`config.mk`:
```
export PLATFORM = sky130hd
export DESIGN_NAME = relu_maxpool
export DESIGN_NICKNAME = d
export VERILOG_FILES = /design/src/rtl/cnn_pkg.sv /design/src/rtl/pool_line_buf.sv /design/src/rtl/relu_maxpool.sv
export SDC_FILE = /design/constraint.sdc
export NUM_CORES = 1
export LEC_CHECK = 0
export CAP_MARGIN = 20
export CORE_MARGIN = 1.5
export CORE_UTILIZATION = 62
export CTS_CLUSTER_DIAMETER = 120
export CTS_CLUSTER_SIZE = 40
export DETAILED_ROUTE_END_ITERATION = 10
export PLACE_DENSITY = 0.79
export SETUP_SLACK_MARGIN = 0.1
export SYNTH_ARGS = -nofsm -noshare
export SYNTH_HDL_FRONTEND = slang
export SYNTH_SLANG_ARGS = --single-unit
```
`constraint.sdc`:
```
create_clock -name clk -period 8.3 [get_ports clk]
set_input_delay 2.49 -clock clk [delete_from_list [all_inputs] [get_ports clk]]
set_output_delay 2.49 -clock clk [all_outputs]
set_load 0.005 [all_outputs]
```
`src/rtl/cnn_pkg.sv`:
```
// Shared types and helpers for the CNN post-processing stages.
package cnn_pkg;
  localparam int CNN_DATA_W = 16;

  typedef enum logic [1:0] {IDLE, RUN, FLUSH, DONE} state_t;

  function automatic logic signed [CNN_DATA_W-1:0] relu(input logic signed [CNN_DATA_W-1:0] x);
    return x[CNN_DATA_W-1] ? '0 : x;
  endfunction
endpackage

```
`src/rtl/pool_line_buf.sv`:
```
// Half-row line buffer for 2x2 pooling: synchronous write, asynchronous read.
module pool_line_buf #(
  parameter int DATA_W = 16,
  parameter int DEPTH  = 32,
  parameter int AW     = $clog2(DEPTH)
) (
  input  logic              clk,
  input  logic              we,
  input  logic [AW-1:0]     waddr,
  input  logic [DATA_W-1:0] wdata,
  input  logic [AW-1:0]     raddr,
  output logic [DATA_W-1:0] rdata
);
  logic [DATA_W-1:0] mem [DEPTH];

  always_ff @(posedge clk) begin
    if (we) mem[waddr] <= wdata;
  end

  assign rdata = mem[raddr];
endmodule

```
`src/rtl/relu_maxpool.sv`:
```
// ReLU followed by 2x2 stride-2 max pooling over a row-major valid/ready stream,
// emitting the pooled map on a second valid/ready stream and pulsing done.
module relu_maxpool
  import cnn_pkg::*;
#(
  parameter int DATA_W   = CNN_DATA_W,
  parameter int MAX_COLS = 64
) (
  input  logic              clk,
  input  logic              rst,
  input  logic              start,
  input  logic [6:0]        rows,
  input  logic [6:0]        cols,
  input  logic [DATA_W-1:0] in_data,
  input  logic              in_valid,
  output logic              in_ready,
  output logic [DATA_W-1:0] out_data,
  output logic              out_valid,
  input  logic              out_ready,
  output logic              busy,
  output logic              done
);
  localparam int DEPTH = MAX_COLS / 2;
  localparam int AW    = $clog2(DEPTH);

  state_t state_q, state_d;
  logic [6:0] rows_q, rows_d, cols_q, cols_d;
  logic [6:0] r_q, r_d, c_q, c_d;
  logic signed [DATA_W-1:0] hold_q, hold_d, out_data_q, out_data_d;
  logic out_valid_q, out_valid_d;

  logic signed [DATA_W-1:0] x_relu, pair_max, pool_max, buf_rdata;
  logic in_fire, out_fire, last_col, last_in, buf_we, new_res;
  logic [AW-1:0] buf_addr;

  // Single output register: input stalls only while it is full and not draining.
  assign in_ready = (state_q == RUN) && !(out_valid_q && !out_ready);
  assign in_fire  = in_valid && in_ready;
  assign out_fire = out_valid_q && out_ready;

  assign x_relu   = relu($signed(in_data));
  assign pair_max = (x_relu > hold_q) ? x_relu : hold_q;
  assign pool_max = (pair_max > buf_rdata) ? pair_max : buf_rdata;

  assign last_col = (c_q == cols_q - 7'd1);
  assign last_in  = last_col && (r_q == rows_q - 7'd1);
  assign buf_addr = c_q[AW:1];
  assign buf_we   = in_fire && c_q[0] && !r_q[0];
  assign new_res  = in_fire && c_q[0] && r_q[0];

  pool_line_buf #(
    .DATA_W(DATA_W),
    .DEPTH (DEPTH)
  ) u_line_buf (
    .clk  (clk),
    .we   (buf_we),
    .waddr(buf_addr),
    .wdata(pair_max),
    .raddr(buf_addr),
    .rdata(buf_rdata)
  );

  always_comb begin
    state_d     = state_q;
    rows_d      = rows_q;
    cols_d      = cols_q;
    r_d         = r_q;
    c_d         = c_q;
    hold_d      = hold_q;
    out_data_d  = out_data_q;
    out_valid_d = out_valid_q;
    done        = 1'b0;
    busy        = (state_q == RUN) || (state_q == FLUSH);

    // A drain and a new result in the same cycle leave the register full.
    if (out_fire) out_valid_d = 1'b0;
    if (new_res) begin
      out_data_d  = pool_max;
      out_valid_d = 1'b1;
    end
    if (in_fire && !c_q[0]) hold_d = x_relu;

    case (state_q)
      IDLE: begin
        if (start) begin
          rows_d  = rows;
          cols_d  = cols;
          r_d     = '0;
          c_d     = '0;
          state_d = (rows == '0 || cols == '0) ? DONE : RUN;
        end
      end
      RUN: begin
        if (in_fire) begin
          if (last_col) begin
            c_d = '0;
            r_d = r_q + 7'd1;
          end else begin
            c_d = c_q + 7'd1;
          end
          if (last_in) state_d = FLUSH;
        end
      end
      FLUSH: begin
        if (!out_valid_q || out_fire) state_d = DONE;
      end
      DONE: begin
        done    = 1'b1;
        state_d = IDLE;
      end
      default: state_d = IDLE;
    endcase
  end

  always_ff @(posedge clk) begin
    if (rst) begin
      state_q     <= IDLE;
      rows_q      <= '0;
      cols_q      <= '0;
      r_q         <= '0;
      c_q         <= '0;
      hold_q      <= '0;
      out_data_q  <= '0;
      out_valid_q <= 1'b0;
    end else begin
      state_q     <= state_d;
      rows_q      <= rows_d;
      cols_q      <= cols_d;
      r_q         <= r_d;
      c_q         <= c_d;
      hold_q      <= hold_d;
      out_data_q  <= out_data_d;
      out_valid_q <= out_valid_d;
    end
  end

  assign out_data  = out_data_q;
  assign out_valid = out_valid_q;
endmodule

```
==> results list, run 1 <==
* Result of the run: finished with violations
- The checks that failed: DRC.
* Pin slew with the least headroom to its limit: 1030 ps
- Ranking of synthesized cells by area: edfxtp_1, mux4_2, dfxtp_1
- Fraction of post-synthesis cell area in the top cell type by area: 64.2%
- Number of distinct library cells after synthesis: 62
- The cell sitting at the root of the clock tree is a clkbuf_16.
* Detail-routed net length per standard cell: 27.6 um
* Depth of the worst register-to-register path: 15
* Weighted congestion reported at the end of routability-driven placement: 0.893
- The path with the worst hold slack has its endpoint at hold_q[9].
- Vias in the first global route: 11,638
- Count of fill cells added during filler insertion: 2,259
* Post-cts sizing count: 0
* CP startpoint kind: primary input
* Die Footprint: 37,400 um^2
* Detailed placement HPWL: 29.7 mm
- Synthesis produced 1,246 cells.
* Number of flops mapped to enable cells by yosys: 480
- For this run, global-route usage on met2 was measured as 43.6%.
* Worst-case vdd ir drop: 188 uV
* Avg Cell Area, Syn: 18.0 um^2
- Floorplan core area: 35,700 um^2
* Met3 usage in global routing: 3.57%
- Across the routed clock network, the largest skew measured is 15.9 ps.
- Post-Route Hold Slack: 484 ps
- Total negative slack for setup checks: 0 ps
* Path type of the worst min-delay path: reg -> reg
- The global routing stage identified its most utilized layer as met2.
- The max-slew violation count was 0.
- Fraction of final layout cells sized beyond drive strength 1: 18.6%
* Flops & latches, synth: 546
- Count of vias placed by the detailed router: 11,764
- Post-CTS Setup Repair Bufs: 0
- Derived from the worst setup path, the maximum achievable clock frequency is 134 MHz.
- For this block, the initial DRC count from the detailed router was 1,303.
- Total leakage power: 7.56 nW
- Hold path cells: 2
- Entering global routing, the biggest net connects 71 pins.
- CTS buffer count: 17
- Row cnt: 69
* Global-route wire length before repair: 73.2 mm
* Antenna diode instance count: 0
* Crit Path Class: in -> reg
- Element type at the critical path end: register
* Remaining routing DRC violations: 8
* Final period utilization: 89.8%
- The routed design has 48.7 mm of wire.
* Aggregate global routing overflow: 0
- Max-Cap Viols: 0
- Post-synthesis sequential area ratio: 70.0%
- The number of nets in the synthesized netlist is 1,314.
- End of the worst register-to-register path: out_data[8]
* Worst slew slack as a fraction of its limit: 31.2%
* Clk_lat worst skew: 550 ps
- The most used flip-flop cell after synthesis is edfxtp_1.
- Number of antenna violations at the first check in global routing: 2
- For this run, the post-layout net count is 1,368.
- Clock-pin slew was measured on the worst setup and hold paths at 140 ps.
- The final-report hold violation count was 0.
* Crit-path max FO: 34
* Effective utilization at floorplan: 63.0%
- At the worst endpoint, the arrival time is 7920 ps.
- Vias/cell: 6.67
- In this run the power density over the cells is 211 nW/um^2.
* Most common cell after layout, fill and taps aside: edfxtp_1
- Setup repair after global routing missed its margin: false
- The floorplan step set the die width to 193 um.
- Share of synthesized registers carrying an async set or reset: 0%
* H-tree levels: 1
* TritonCTS clock tree: done
* Met1 Resource Use GR: 38.6%
- Post-Synthesis Cell Area: 22,500 um^2
- Compared with the post-synthesis result, the final layout area differs by 7.50%.
- In this run the most critical hold path is launched from hold_q[9].
- Yosys printed 0 warnings.
* All-layer global routing usage: 26.6%
- Leading cell types in the layout, fill and taps excluded: edfxtp_1, mux4_2, nand2_1
* Die Span Y: 193 um
* Critical path data required time: 8760 ps
- For this design, the sink count on the clock tree is 546.
- Setup violations remaining at the end of the flow were counted as 0.
- The routed design could run at a clock period as short as 7450 ps.
- Buffers inserted to repair hold after CTS numbered 0.
- Share of the core filled with cells: 67.7%
- Sum of internal, switching and leakage power: 0.00509 W
* Detailed-router iteration count before antenna repair: 8
* Buffers on Ports: 53
- In this run the deepest clock path goes through 3 buffers.
* Cell taking the most area after synthesis: edfxtp_1
* Remaining number of nets flagged by the antenna check after routing: 0
- Number of primary I/O pins: 55
* Flop2flop setup slack: 3060 ps
-- worst max-delay path by stage --
stage | slack [ps] | from | end
after floorplan | 460 | in_data[15] | out_data[1]
after global placement | 450 | in_data[15] | out_data[11]
after detailed placement | 310 | in_data[15] | out_data[8]
after CTS | 900 | in_data[15] | out_data[8]
after global routing | 410 | in_data[15] | out_data[5]
final | 850 | in_data[15] | out_data[8]
-- per-layer routing --
| layer | vias to the layer above | wire length, um |
|---|---|---|
| met1 | 6106 | 20000 |
| met4 | 2 | 1160 |
| met3 | 82 | 3770 |
| met2 | 530 | 23800 |
| met5 | - | 13 |
| li1 | 5044 | - |
-- synthesized netlist by cell type, drive strengths merged, types with 4 or more instances --
cell	count
nor2	70
dfxtp	66
nor4	5
mux2	13
nor3	10
nand3	20
buf	33
and2	5
nand2b	13
edfxtp	480
ha	33
clkbuf	33
and3	5
nand2	74
nand4	8
xnor2	16
or3	5
a21o	18
xor2	12
a32o	12
inv	22
mux2i	18
o21ai	20
nor2b	18
nand3b	4
mux4	147
a21oi	45
-- logic make-up after synthesis --
kind of cell | count (synthesis) | share of synthesized area, %
flip-flops | 546 | 70.0
AND/OR/NAND/NOR | 248 | 5.28
multiplexers | 178 | 16.2
AO/OA/AOI/OAI | 124 | 3.83
buffers and inverters | 88 | 1.72
adder cells (fa/ha/maj) | 33 | 1.84
XOR/XNOR | 28 | 1.09
other | 1 | 0.0167
-- layout make-up --
type,instances,area (um^2),area share (%)
flip-flops and latches,546,15700,65.2
multi-input cells,612,6350,26.3
repair buffers,101,928,3.84
well taps,461,577,2.39
clock buffers,21,440,1.82
inverters,22,82.6,0.342
clock inverters,2,25.0,0.104
-- per-stage QoR --
step / instances / worst slack [ps] / area (um^2)
global placement: 1742 / 448 / 23700
CTS: 1765 / 901 / 24200
floorplan: 1246 / 458 / 22500
finish: 1765 / 845 / 24200
global route: 1765 / 410 / 24200
detailed placement: 1742 / 311 / 23700
-- where the power goes --
group	internal (W)	total, W	switching, W	leakage [nW]
clock	0.000390	0.00113	0.000742	0.226
combinational	0.000347	0.000800	0.000454	2.39
sequential	0.00309	0.00315	0.0000630	4.95
total	0.00383	0.00509	0.00126	7.56
-- sequential cells by signal, indices dropped and copies added (netlist names), named ones only --
signal	cells
c_q	7
cols_q	7
hold_q	15
out_data	15
out_valid	1
r_q	7
rows_q	7
state_q	2
u_line_buf.mem	480
-- critical path: stages --
cell and delay [ps]:
clkdlybuf4s50_1 680, nor2b_1 330, ha_1 280, a2111oi_0 400, o21ai_0 190, a22oi_1 170
o211a_1 200, or3_1 350, buf_4 250, mux2_2 600, ha_1 410, a21oi_1 150
nor2b_1 60, o21ai_0 150, nand2b_1 70, a221o_1 340, nand2_1 80, buf_4 270
nand3_1 120, a32o_1 300
Note: power is estimated with default switching activity, not from simulation.
==> run 2: changes to the inputs <==
- PLACE_DENSITY: 0.79 -> not set
- PLACE_DENSITY_LB_ADDON: not set -> 0.15
==> run 2 against run 1 <==
  * Critical path depth decreased by 2
  * Largest cell class unchanged
  * Largest power group unchanged
  * Sequential share of layout area is 0.088 points lower
  * Die area unchanged
  * Power barely moved
  * Highest routed layer is now met4
  * Combinational power increased by 0.9%
  * Register-to-register slack got worse by 30 ps
  * Design area increased by 0.13%
  * Worst setup slack lost 55 ps
  * Clock power barely moved
  * Global-route usage shrank 0.30 points
  * The flow still finishes with violations (DRC)
==> results list, run 2 (same netlist as run 1, synthesis figures left out) <==
- The run finished, with violations left.
* Violations in the final reports: DRC
* Total negative slack for setup checks: 0 ps (unchanged)
- Post-Route Hold Slack: 479 ps (-5.29 ps)
- The fraction of met2 tracks used by global routing is 42.9% (-0.66 points).
- The clock tree skew after final layout was 15.5 ps (-0.340 ps).
* Detailed-router iteration count before antenna repair: 9 (+1)
* Final period utilization: 90.5% (+0.66 points)
- Die Footprint: 37,400 um^2 (unchanged)
- Worst-case vdd ir drop: 156 uV (-17%)
- Register cell area after layout: 15,700 um^2 (unchanged)
* H-tree levels: 1 (unchanged)
* Most common cell after layout, fill and taps aside: edfxtp_1
- The final-report hold violation count came to 0 (unchanged).
- The number of routed nets with antenna violations is 0 (unchanged).
- Width of the chip: 193 um (unchanged)
* Hold Buf Count CTS: 0 (unchanged)
- Final-stage net count: 1,375 (+0.51%)
* Sequential cell fraction of total power: 61.8% (-0.2 points)
* Switching power of the nets: 0.00125 W (-0.32%)
- The half-perimeter wire length after detailed placement is 30.2 mm (+1.9%).
- The proportion of layout cells with a drive suffix above 1 came to 19.1% (+0.50 points).
* Sum of internal, switching and leakage power: 0.00508 W (about the same)
- The clock latency on the worst-skew pair is 550 ps (about the same).
- By startpoint and endpoint, the worst setup path is classified as in -> reg.
* Clock network power share: 22.3% (about the same)
- The number of flip-flops in the largest register was 480 (unchanged).
- Pin slew with the least headroom to its limit: 1040 ps (+12.0 ps)
- Vias/cell: 6.56 (-1.6%)
- TritonCTS clock tree: done
* Total wirelength of the detailed-routed design: 48.1 mm (-1.3%)
* Remaining routing DRC violations: 12 (+4)
* Weighted congestion reported at the end of routability-driven placement: 0.871 (-2.4%)
- Die Span Y: 193 um (unchanged)
- Met1 Resource Use GR: 39.5% (+0.85 points)
- The area used by multi-input combinational logic came to 6350 um^2 (unchanged).
* CTS buffer count: 17 (unchanged)
* Antenna diode instance count: 0 (unchanged)
- Post-cts sizing count: 0 (unchanged)
* Number of antenna violations at the first check in global routing: 0 (-2)
- The number of global-route vias before repair came to 11,572 (-0.57%).
* Number of primary I/O pins: 55 (unchanged)
- The highest attainable clock frequency is 133 MHz (-0.73%).
- Setup repair after global routing left no endpoint under its margin.
- Worst slew slack as a fraction of its limit: 30.4% (-0.80 points)
* Floorplan core area: 35,700 um^2 (unchanged)
- Total leakage power: 7.59 nW (+0.41%)
* Count of vias placed by the detailed router: 11,628 (-1.2%)
- The remaining global-route overflow is 0 (unchanged).
* Post-CTS Setup Repair Bufs: 0 (unchanged)
- Comb pwr share: 15.9% (+0.2 points)
- Global-route wire length before repair: 72.5 mm (-0.93%)
- Max-Cap Viols: 0 (unchanged)
* Element type at the critical path end: register
* Clock tree root driver cell: clkbuf_16
- Row cnt: 69 (unchanged)
* Shortest clock period the worst path allows after layout: 7510 ps (+54.5 ps)
- CTS sink cnt: 546 (unchanged)
- Leading cell types in the layout, fill and taps excluded: edfxtp_1, mux4_2, nand2_1
- Crit-path max FO: 34 (unchanged)
- The register with the most flip-flops in the final layout is u_line_buf.mem.
- The max-slew violation count is 0 (unchanged).
- The global-route total usage across every layer came to 26.3% (-0.30 points).
- The power per standard cell area is 210 nW/um^2 (-0.19%).
- Buffers on Ports: 53 (unchanged)
- The global routing stage identified its most utilized layer as met2.
- The share of total power consumed by net switching was 24.7% (-0.064 points).
- Effective utilization at floorplan: 63.0% (unchanged)
- From synthesis to final layout, the design area changed by 7.64%.
- The required time reported for the critical path endpoint came to 8760 ps (about the same).
- The wire length per cell is 27.1 um (-1.7%).
* Violation count after the first detailed-route iteration: 1,285 (-1.4%)
- The clock slew at the register clock pins of the worst setup and hold paths came to 140 ps (about the same).
- Met3 usage in global routing: 2.98% (-0.59 points)
* Final setup fails: 0 (unchanged)
* Count of fill cells added during filler insertion: 2,287 (+1.2%)
- CP startpoint kind: primary input
- The worst-case clock buffer depth was 3 (unchanged).
* Largest net degree at the start of global routing: 57 (-20%)
- Worst Path Arrival: 7970 ps (+50 ps)
- Internal Power: 0.00383 W (about the same)
- Path type of the worst min-delay path: reg -> reg
[run 2: routing by layer]
| metal | vias up | part of all wire, % |
|---|---|---|
| met3 | 44 | 7.4 |
| met5 | - | 0 |
| li1 | 5062 | - |
| met4 | 0 | 1.6 |
| met2 | 460 | 49 |
| met1 | 6062 | 42 |
[run 2: path summary, 6_finish.rpt]
check	from	endpoint	slack [ps]	cells after the start
setup reg to reg	register	out_data[10]	3030	15
setup / recovery	in_data[15]	out_data[10]	790	18
hold / removal	hold_q[14]	hold_q[14]	480	2
hold reg to reg	hold_q[14]	hold_q[14]	480	2
[run 2: final cells by class]
class	instances	area share, %
inverter	22	0.341
tap	461	2.39
clock buffer	21	1.82
clock inverter	3	0.124
multi-input combinational	612	26.3
sequential	546	65.1
timing repair buffer	108	3.95
[run 2: through the flow]
step | std cells | cell area, um^2 | setup slack, ps | utilization (%)
3_3_place_gp | 1748 | 23700 | 364 | 66.5
2_1_floorplan | 1246 | 22500 | 458 | -
4_1_cts | 1772 | 24200 | 845 | 67.8
5_1_grt | 1773 | 24200 | 395 | 67.8
6_report | 1773 | 24200 | 791 | 67.8
3_5_place_dp | 1748 | 23700 | 237 | 66.5
[run 2: critical path, cell delays in order]
cell and delay [ps]:
clkdlybuf4s50_1 640, nor2b_1 320, ha_1 290, a2111oi_0 350, o21ai_0 190, a22oi_1 160, o211a_1 190, or3_1 240
buf_4 260, mux2_2 640, ha_1 440, nand3_1 100, nor3_1 410, o311ai_1 200, nand2_1 520, buf_4 260
a311o_1 180, o21ai_1 50
[run 2: power by group through the flow]
stage	sequential (W)	combinational, W	clock (W)
5_1_grt	0.00315	0.000881	0.00124
4_1_cts	0.00314	0.000810	0.00115
3_3_place_gp	0.00321	0.000788	0
6_report	0.00314	0.000807	0.00113
2_1_floorplan	0.00317	0.000607	0
3_5_place_dp	0.00321	0.000808	0
